File: config.mk
export PLATFORM = sky130hd
export DESIGN_NAME = inc_encoder_array
export DESIGN_NICKNAME = d
export VERILOG_FILES = /design/src/rtl/inc_encoder_array.sv
export SDC_FILE = /design/constraint.sdc
export NUM_CORES = 1
export LEC_CHECK = 0
export ABC_CLOCK_PERIOD_IN_PS = 3900
export BUFFER_PORTS_ARGS = -buffer_cell sky130_fd_sc_hd__clkbuf_2
export CORE_MARGIN = 4
export CORE_UTILIZATION = 54
export CTS_CLUSTER_DIAMETER = 150
export DETAILED_ROUTE_END_ITERATION = 10
export PLACE_DENSITY = 0.77
export SLEW_MARGIN = 20
export SYNTH_ARGS = -nofsm -noshare
export SYNTH_HDL_FRONTEND = slang
export SYNTH_SLANG_ARGS = --single-unit
File: constraint.sdc
create_clock -name clk_encoder -period 3.9 [get_ports clk_encoder]
set_clock_uncertainty 0.15 [all_clocks]
set_input_delay 1.17 -clock clk_encoder [delete_from_list [all_inputs] [get_ports clk_encoder]]
set_output_delay 1.17 -clock clk_encoder [all_outputs]
set_load 0.01 [all_outputs]
File: src/rtl/inc_encoder_array.sv
// inc_encoder_array: bank of quadrature decoders with glitch filters
// and a coherent position snapshot on the falling edge of RD.
module inc_encoder_array #(
  parameter int N_CH     = 7,
  parameter int CNT_W    = 16,
  parameter int FILT_LEN = 4,
  parameter int SAT_MODE = 0
) (
  input  logic                  clk_encoder,
  input  logic                  rst,
  input  logic                  RD,
  input  logic [N_CH-1:0]       chA,
  input  logic [N_CH-1:0]       chB,
  input  logic [N_CH-1:0]       clr,
  input  logic                  clr_err,
  output logic [N_CH*CNT_W-1:0] data_out,
  output logic                  snap_valid,
  output logic [N_CH-1:0]       err
);

  localparam int FW = $clog2(FILT_LEN + 1);
  localparam logic [FW-1:0] F_LAST = FW'(FILT_LEN - 1);
  localparam logic [FW-1:0] F_ONE = FW'(1);
  localparam logic [CNT_W-1:0] C_MAX = {1'b0, {(CNT_W-1){1'b1}}};
  localparam logic [CNT_W-1:0] C_MIN = {1'b1, {(CNT_W-1){1'b0}}};
  localparam logic [CNT_W-1:0] C_ONE = CNT_W'(1);
  localparam bit SAT = (SAT_MODE != 0);

  logic [N_CH-1:0] a_m;
  logic [N_CH-1:0] a_s;
  logic [N_CH-1:0] b_m;
  logic [N_CH-1:0] b_s;
  logic rd_m;
  logic rd_s;
  logic rd_q;
  logic snap;
  logic [N_CH*CNT_W-1:0] cnt_flat;

  // Synchronisers carry no reset so they track the pins at all times.
  always_ff @(posedge clk_encoder) begin
    a_m  <= chA;
    a_s  <= a_m;
    b_m  <= chB;
    b_s  <= b_m;
    rd_m <= RD;
    rd_s <= rd_m;
  end

  assign snap = rd_q & ~rd_s;

  for (genvar i = 0; i < N_CH; i++) begin : g_ch
    logic [FW-1:0]    ca;
    logic [FW-1:0]    cb;
    logic             fa;
    logic             fb;
    logic             pa;
    logic             pb;
    logic [1:0]       ic;
    logic [1:0]       ip;
    logic [1:0]       d;
    logic             up;
    logic             dn;
    logic             bad;
    logic [CNT_W-1:0] pos;
    logic             e;

    always_ff @(posedge clk_encoder) begin
      if (rst) begin
        fa <= a_s[i];
        ca <= '0;
      end else if (a_s[i] == fa) begin
        ca <= '0;
      end else if (ca == F_LAST) begin
        fa <= a_s[i];
        ca <= '0;
      end else begin
        ca <= ca + F_ONE;
      end
    end

    always_ff @(posedge clk_encoder) begin
      if (rst) begin
        fb <= b_s[i];
        cb <= '0;
      end else if (b_s[i] == fb) begin
        cb <= '0;
      end else if (cb == F_LAST) begin
        fb <= b_s[i];
        cb <= '0;
      end else begin
        cb <= cb + F_ONE;
      end
    end

    // Map {A,B} onto a 0..3 ring so the step is a 2-bit difference.
    assign ic = {fb, fa ^ fb};
    assign ip = {pb, pa ^ pb};
    assign d  = ic - ip;

    always_comb begin
      up  = 1'b0;
      dn  = 1'b0;
      bad = 1'b0;
      unique case (d)
        2'd1:    up  = 1'b1;
        2'd2:    bad = 1'b1;
        2'd3:    dn  = 1'b1;
        default: ;
      endcase
    end

    always_ff @(posedge clk_encoder) begin
      if (rst) begin
        pa  <= a_s[i];
        pb  <= b_s[i];
        pos <= '0;
        e   <= 1'b0;
      end else begin
        pa <= fa;
        pb <= fb;
        if (clr[i])
          pos <= '0;
        else if (up && !(SAT && pos == C_MAX))
          pos <= pos + C_ONE;
        else if (dn && !(SAT && pos == C_MIN))
          pos <= pos - C_ONE;
        if (bad)
          e <= 1'b1;
        else if (clr_err)
          e <= 1'b0;
      end
    end

    assign err[i] = e;
    assign cnt_flat[i*CNT_W +: CNT_W] = pos;
  end

  always_ff @(posedge clk_encoder) begin
    if (rst) begin
      rd_q       <= rd_s;
      data_out   <= '0;
      snap_valid <= 1'b0;
    end else begin
      rd_q       <= rd_s;
      snap_valid <= snap;
      if (snap)
        data_out <= cnt_flat;
    end
  end

endmodule

==> flow_summary.ini, run 1 <==
[pwr]
p_leak_uw = 0.008344
pwr_density_cell_nw_per_um2 = 658.3
irDropWorstVdd_mv = 0.4686

[critical_path]
crit_path_start = g_ch[5].fb
cp_cell_sequence = xnor2_1 > ha_1 > xnor2_2 > xnor2_2 > nor2_2 > inv_2 > ha_1 > and3_4 > a2111oi_4 > o221a_4 > o21bai_4 > o31a_1 > mux2i_1 > mux2i_1
crit_path_max_incr_delay_ns = 0.47
startpoint_type = flip-flop
crit_slowest_cell = edfxtp_1
cp_data_required_time_ns = 4.19
cp-end-kind = flip-flop
critPathMaxFanout = 11
r2r_start = g_ch[5].fb
worstRegToRegCells = 14
reg2reg_slack_ns = 0.20
path_class = flip-flop to flip-flop
arrival_ns = 3.99

[floorplanning]
rows = 63
die_area_um2 = 33580
core-area_um2 = 29950
ioPinCount = 145
dieHeight_um = 183.2
start_util_pct = 55.36
die_x_um = 183.2

[sta]
worstMarginPinSlew_ns = 0.8767
worst_slack_ns = 0.2003
clock.fmax_ghz = 0.2703
timing.hold.ws_ns = 0.1751
hold_violations = 0
setup_viol = 0
layout_min_cycle_time_ns = 3.700
fin_setup_tns_ns = 0
post-route-period-util_pct = 94.86
max_slew_margin_pct = 41.43
slew_violations = 0

[placement]
post-dp-hpwl_mm = 26.28
port_buffers = 144
placement.cell_area_um2 = 17660
placed_cells = 2391
pre_cts_ws_ns = 0.06891
routabilityCongestion = 0.9134

[drt]
vias_per_cell = 5.542
routed-via-count = 13640
drc = 0
avgRoutedWirePerCell_um = 14.84
ant_nets = 0
drtIter0Drc = 820
routed_wl_mm = 36.52
first_pass_iters = 7

[finish]
syn2layout_area_growth_pct = 14.36
seqCellArea_um2 = 6807
nNetsFinal = 2219
n_fill_cell = 2587
multi_input_area_um2 = 9308
stdcell_count = 2461
design_area_um2 = 18960
drive_gt1_share_pct = 13.67

[hold_path]
hp-class = flip-flop to flip-flop
hp-start = a_m[6]
whs_path_depth = 0

[synthesis]
ys_seq_elements = 333
synth.distinct_cells = 68
synth_top_cells_by_area = dfxtp_1, ha_1, a21oi_1, nand2_1, nor2_1
yosysTopAreaCell = dfxtp_1
yosys.area.top_type_share_pct = 38.51
syn_nets = 2092
synth-seq-area-share_pct = 41.05
mappedNetlistArea_um2 = 16580
syn-mean-instance-area_um2 = 8.646
synth_edf_count = 14
synthArstFlopShare_pct = 0
yosys_warnings = 0
netlist_instances = 1918
ys.flop_type = dfxtp_1

[cts]
clkSlewWorstSetupHoldPaths_ns = 0.06
numClockSinks = 333
clock-root-buffer = clkbuf_16
clk_path_buf_depth = 3
h-tree-depth = 2
cts_tree = built
insertion_delay_ns = 0.51
cts_made_buffers = 36
cts.hold.buffers_added = 0

[grt]
grt_pass1_vias = 12940
grt_pass1_wl_mm = 60.52
grt.overflow.total = 0
grt_use_total_pct = 20.96
grt_max_degree = 97
antenna_found_initial = 0

[outcome]
outcome = finished, final reports clean

[run]
drv_cap = 0
## registers in the layout, indices dropped and copies added (netlist names), 21 cells and up
register	cells
data_out	112
g_ch.pos	112
g_ch.cb	21
g_ch.ca	21
## worst max-delay path, delay by kind of cell, from the launching register on
family	cells	cell delay, ns
compound gates	4	1.09
xor+xnor	3	0.48
fa+ha+maj	2	0.59
buf+inv	1	0.13
flops	1	0.47
mux	2	0.38
simple gates	2	0.34
## cell families after synthesis
logic type               synth area share [%]
AND/OR/NAND/NOR                         18.31
AO/OA/AOI/OAI                           17.01
flip-flops                              41.05
adder cells (fa/ha/maj)                 11.56
buffers and inverters                   3.192
XOR/XNOR                                6.180
multiplexers                            2.701
## power by group
group          switching [µW]  internal (µW)
Sequential                300           3800
Clock                    1320           2060
Combinational            2800           2210
## cells in the mapped netlist (27+ instances only)
cell	count
xor2_1	65
o21ai_0	62
nand3_1	43
clkbuf_1	71
a21o_1	59
mux2i_1	29
xnor2_1	52
nand2_1	291
a21oi_1	235
inv_1	44
dfxtp_1	319
nor2_1	183
ha_1	142
and3_1	35
nor2b_1	27
## stage by stage
step,total power [µW],util [%]
3_3_place_gp,8907,58.96
2_1_floorplan,8041,-
6_report,12480,63.31
5_1_grt,13370,63.30
4_1_cts,12470,62.92
3_5_place_dp,9050,58.96
## final cells by class
class / count / area share [%]
multi-input cells: 1453 / 49.08
flip-flops and latches: 333 / 35.89
clock buffers: 56 / 5.786
repair buffers: 176 / 5.272
well taps: 390 / 2.573
inverters: 45 / 0.9039
clock inverters: 7 / 0.4751
diodes: 1 / 0.01320
## per-layer routing
layer  vias up  global-route usage [%]  wire [µm]
met1      6378                   28.07      17230
met4         0                   5.900        863
met2       264                   35.39      16630
met3        60                   3.213       1795
li1       6938                       -          -
met5         -                       0          0
## path summary, 6_finish.rpt
kind / to
hold / removal: a_s[6]
hold reg to reg: a_s[6]
setup / recovery: g_ch[5].pos[15]
setup reg to reg: g_ch[5].pos[15]
## repair_timing
| item | 4_1_cts | 5_1_grt |
|---|---|---|
| gates resized for setup | 0 | 16 |
| setup endpoints to repair | 0 | 22 |
| buffers inserted | 0 | 5 |
## placed cells by master (no fill, tap or decap), drive strengths merged, types with 43 or more instances in the layout
cell | Yosys | final
dfxtp | 319 | 319
xor2 | 65 | 65
nand2 | 291 | 291
nor2 | 183 | 183
a21oi | 236 | 236
a21o | 59 | 59
clkbuf | 71 | 199
ha | 142 | 142
nand3 | 43 | 43
inv | 45 | 45
xnor2 | 52 | 52
o21ai | 63 | 63
No activity file was read; power rests on OpenSTA's default activity.
==> run 2, diff against run 1 <==
CORE_MARGIN = 3   (was 4)
==> run 2 against run 1 <==
Effect of this change: combinational power hardly changed; total power is 0.70% higher; worst hold slack hardly changed; non-clock buffer count stayed put; flip-flop and latch count stayed put; final cell count hardly changed; die area is 2.2% lower; register-to-register slack worse by 0.02 ns; core utilization hardly changed; largest cell class unchanged; highest routed layer unchanged.
==> flow_summary.ini, run 2 (same netlist as run 1, synthesis figures left out) <==
[floorplanning]
die_x_um = 181.2
start_util_pct = 55.36
rows = 63
dieHeight_um = 181.2
core-area_um2 = 29950
die_area_um2 = 32850
ioPinCount = 145

[placement]
pre_cts_ws_ns = 0.01026
port_buffers = 144
post-dp-hpwl_mm = 26.28
routabilityCongestion = 0.9268

[finish]
drive_gt1_share_pct = 13.70
final_cell_mix = dfxtp_1, nand2_1, a21oi_1
syn2layout_area_growth_pct = 14.42
final_common_cell = dfxtp_1
nNetsFinal = 2219
diodes = 0
multi_input_area_um2 = 9298
top_regs = data_out x112, g_ch.pos x112
n_fill_cell = 2518
seqCellArea_um2 = 6807

[drt]
first_pass_iters = 5
avgRoutedWirePerCell_um = 14.93
drc = 0
vias_per_cell = 5.542
drtIter0Drc = 720
ant_nets = 0
routed_wl_mm = 36.78
routed-via-count = 13650

[outcome]
outcome = finished, final reports clean

[sta]
layout_min_cycle_time_ns = 3.720
max_slew_margin_pct = 37.84
setup_viol = 0
hold_violations = 0
worst_slack_ns = 0.1799
post-route-period-util_pct = 95.39
worstMarginPinSlew_ns = 0.9305
slew_violations = 0
fin_setup_tns_ns = 0
clock.fmax_ghz = 0.2688

[hold_path]
hp-class = flip-flop to flip-flop

[grt]
grt_pass1_vias = 13050
grt_pass1_wl_mm = 61.34
grt.overflow.total = 0
antenna_found_initial = 0
grt_use_total_pct = 21.57
grt_max_degree = 74

[cts]
h-tree-depth = 2
numClockSinks = 333
insertion_delay_ns = 0.51
cts_tree = built
clkSlewWorstSetupHoldPaths_ns = 0.06
cts_made_buffers = 36
clk_path_buf_depth = 3
clock-root-buffer = clkbuf_16
cts.hold.buffers_added = 0

[critical_path]
crit_path_max_incr_delay_ns = 0.48
crit_slowest_cell = edfxtp_1
critPathMaxFanout = 11
startpoint_type = flip-flop
path_class = flip-flop to flip-flop
worst_path_dominant_cell_family = compound AO/OA/AOI/OAI gates
arrival_ns = 4.01
cp_cell_sequence = xnor2_1 > ha_1 > xnor2_1 > xnor2_2 > nor2_1 > inv_2 > buf_4 > ha_1 > a211oi_2 > o211ai_1 > nand4_1 > o211ai_1 > xnor2_1 > or3_1 > a21oi_1
crit_top_cell = xnor2_1
cp-end-kind = flip-flop
cp_data_required_time_ns = 4.19
path_buf_inv = 2

[run]
drv_cap = 0

[pwr]
p_leak_uw = 0.008350
pwr_density_cell_nw_per_um2 = 662.6
irDropWorstVdd_mv = 0.4040
[run 2: cell types whose count changed in the layout (fill, tap and decap cells not counted), sizes merged]
cell / before / now
inv: 45 / 47
bufinv: 2 / 3
clkinv: 3 / 7
diode: 1 / 0
clkbuf: 199 / 195
[run 2: what timing repair did]
item                                    4_1_cts  5_1_grt
setup buffers                                 0        8
pin swaps                                     0        1
endpoints found under the setup margin        1       17
resized for setup                             1       12
[run 2: path summary, 6_finish.rpt]
kind / slack (ns) / end / from / cells after the start
setup / recovery: 0.18 / g_ch[1].pos[15] / g_ch[1].fb / 15
hold / removal: 0.17 / a_s[2] / a_m[2] / 0
hold reg to reg: 0.17 / a_s[2] / a_m[2] / 0
setup reg to reg: 0.18 / g_ch[1].pos[15] / g_ch[1].fb / 15
[run 2: layout make-up]
class,count,share of cell area [%]
clock inverters,14,0.8177
flip-flops and latches,333,35.87
well taps,390,2.572
clock buffers,52,5.599
multi-input cells,1453,49.00
repair buffers,176,5.229
inverters,45,0.9035
[run 2: metrics by stage]
step	std cells	hold slack [ns]	area, µm²	total power [µW]	utilization, %
final	2463	0.1748	18970	12570	63.34
after global routing	2463	0.1779	18970	13410	63.34
after CTS	2455	0.1755	18870	12540	63.01
after floorplan	1918	0.1596	16580	8041	-
after detailed placement	2389	0.1621	17660	9043	58.95
after global placement	2389	0.1610	17660	8902	58.95
[run 2: power breakdown]
group / internal (µW) / switching, µW
clock: 2100 / 1360
combinational: 2210 / 2810
sequential: 3800 / 306
total: 8100 / 4470
[run 2: layer usage]
layer	track usage (%)	vias up	wire (µm)
met5	0	-	0
met4	6.185	0	936
met3	3.342	59	1702
met2	36.54	280	16990
met1	28.61	6385	17150
li1	-	6926	-
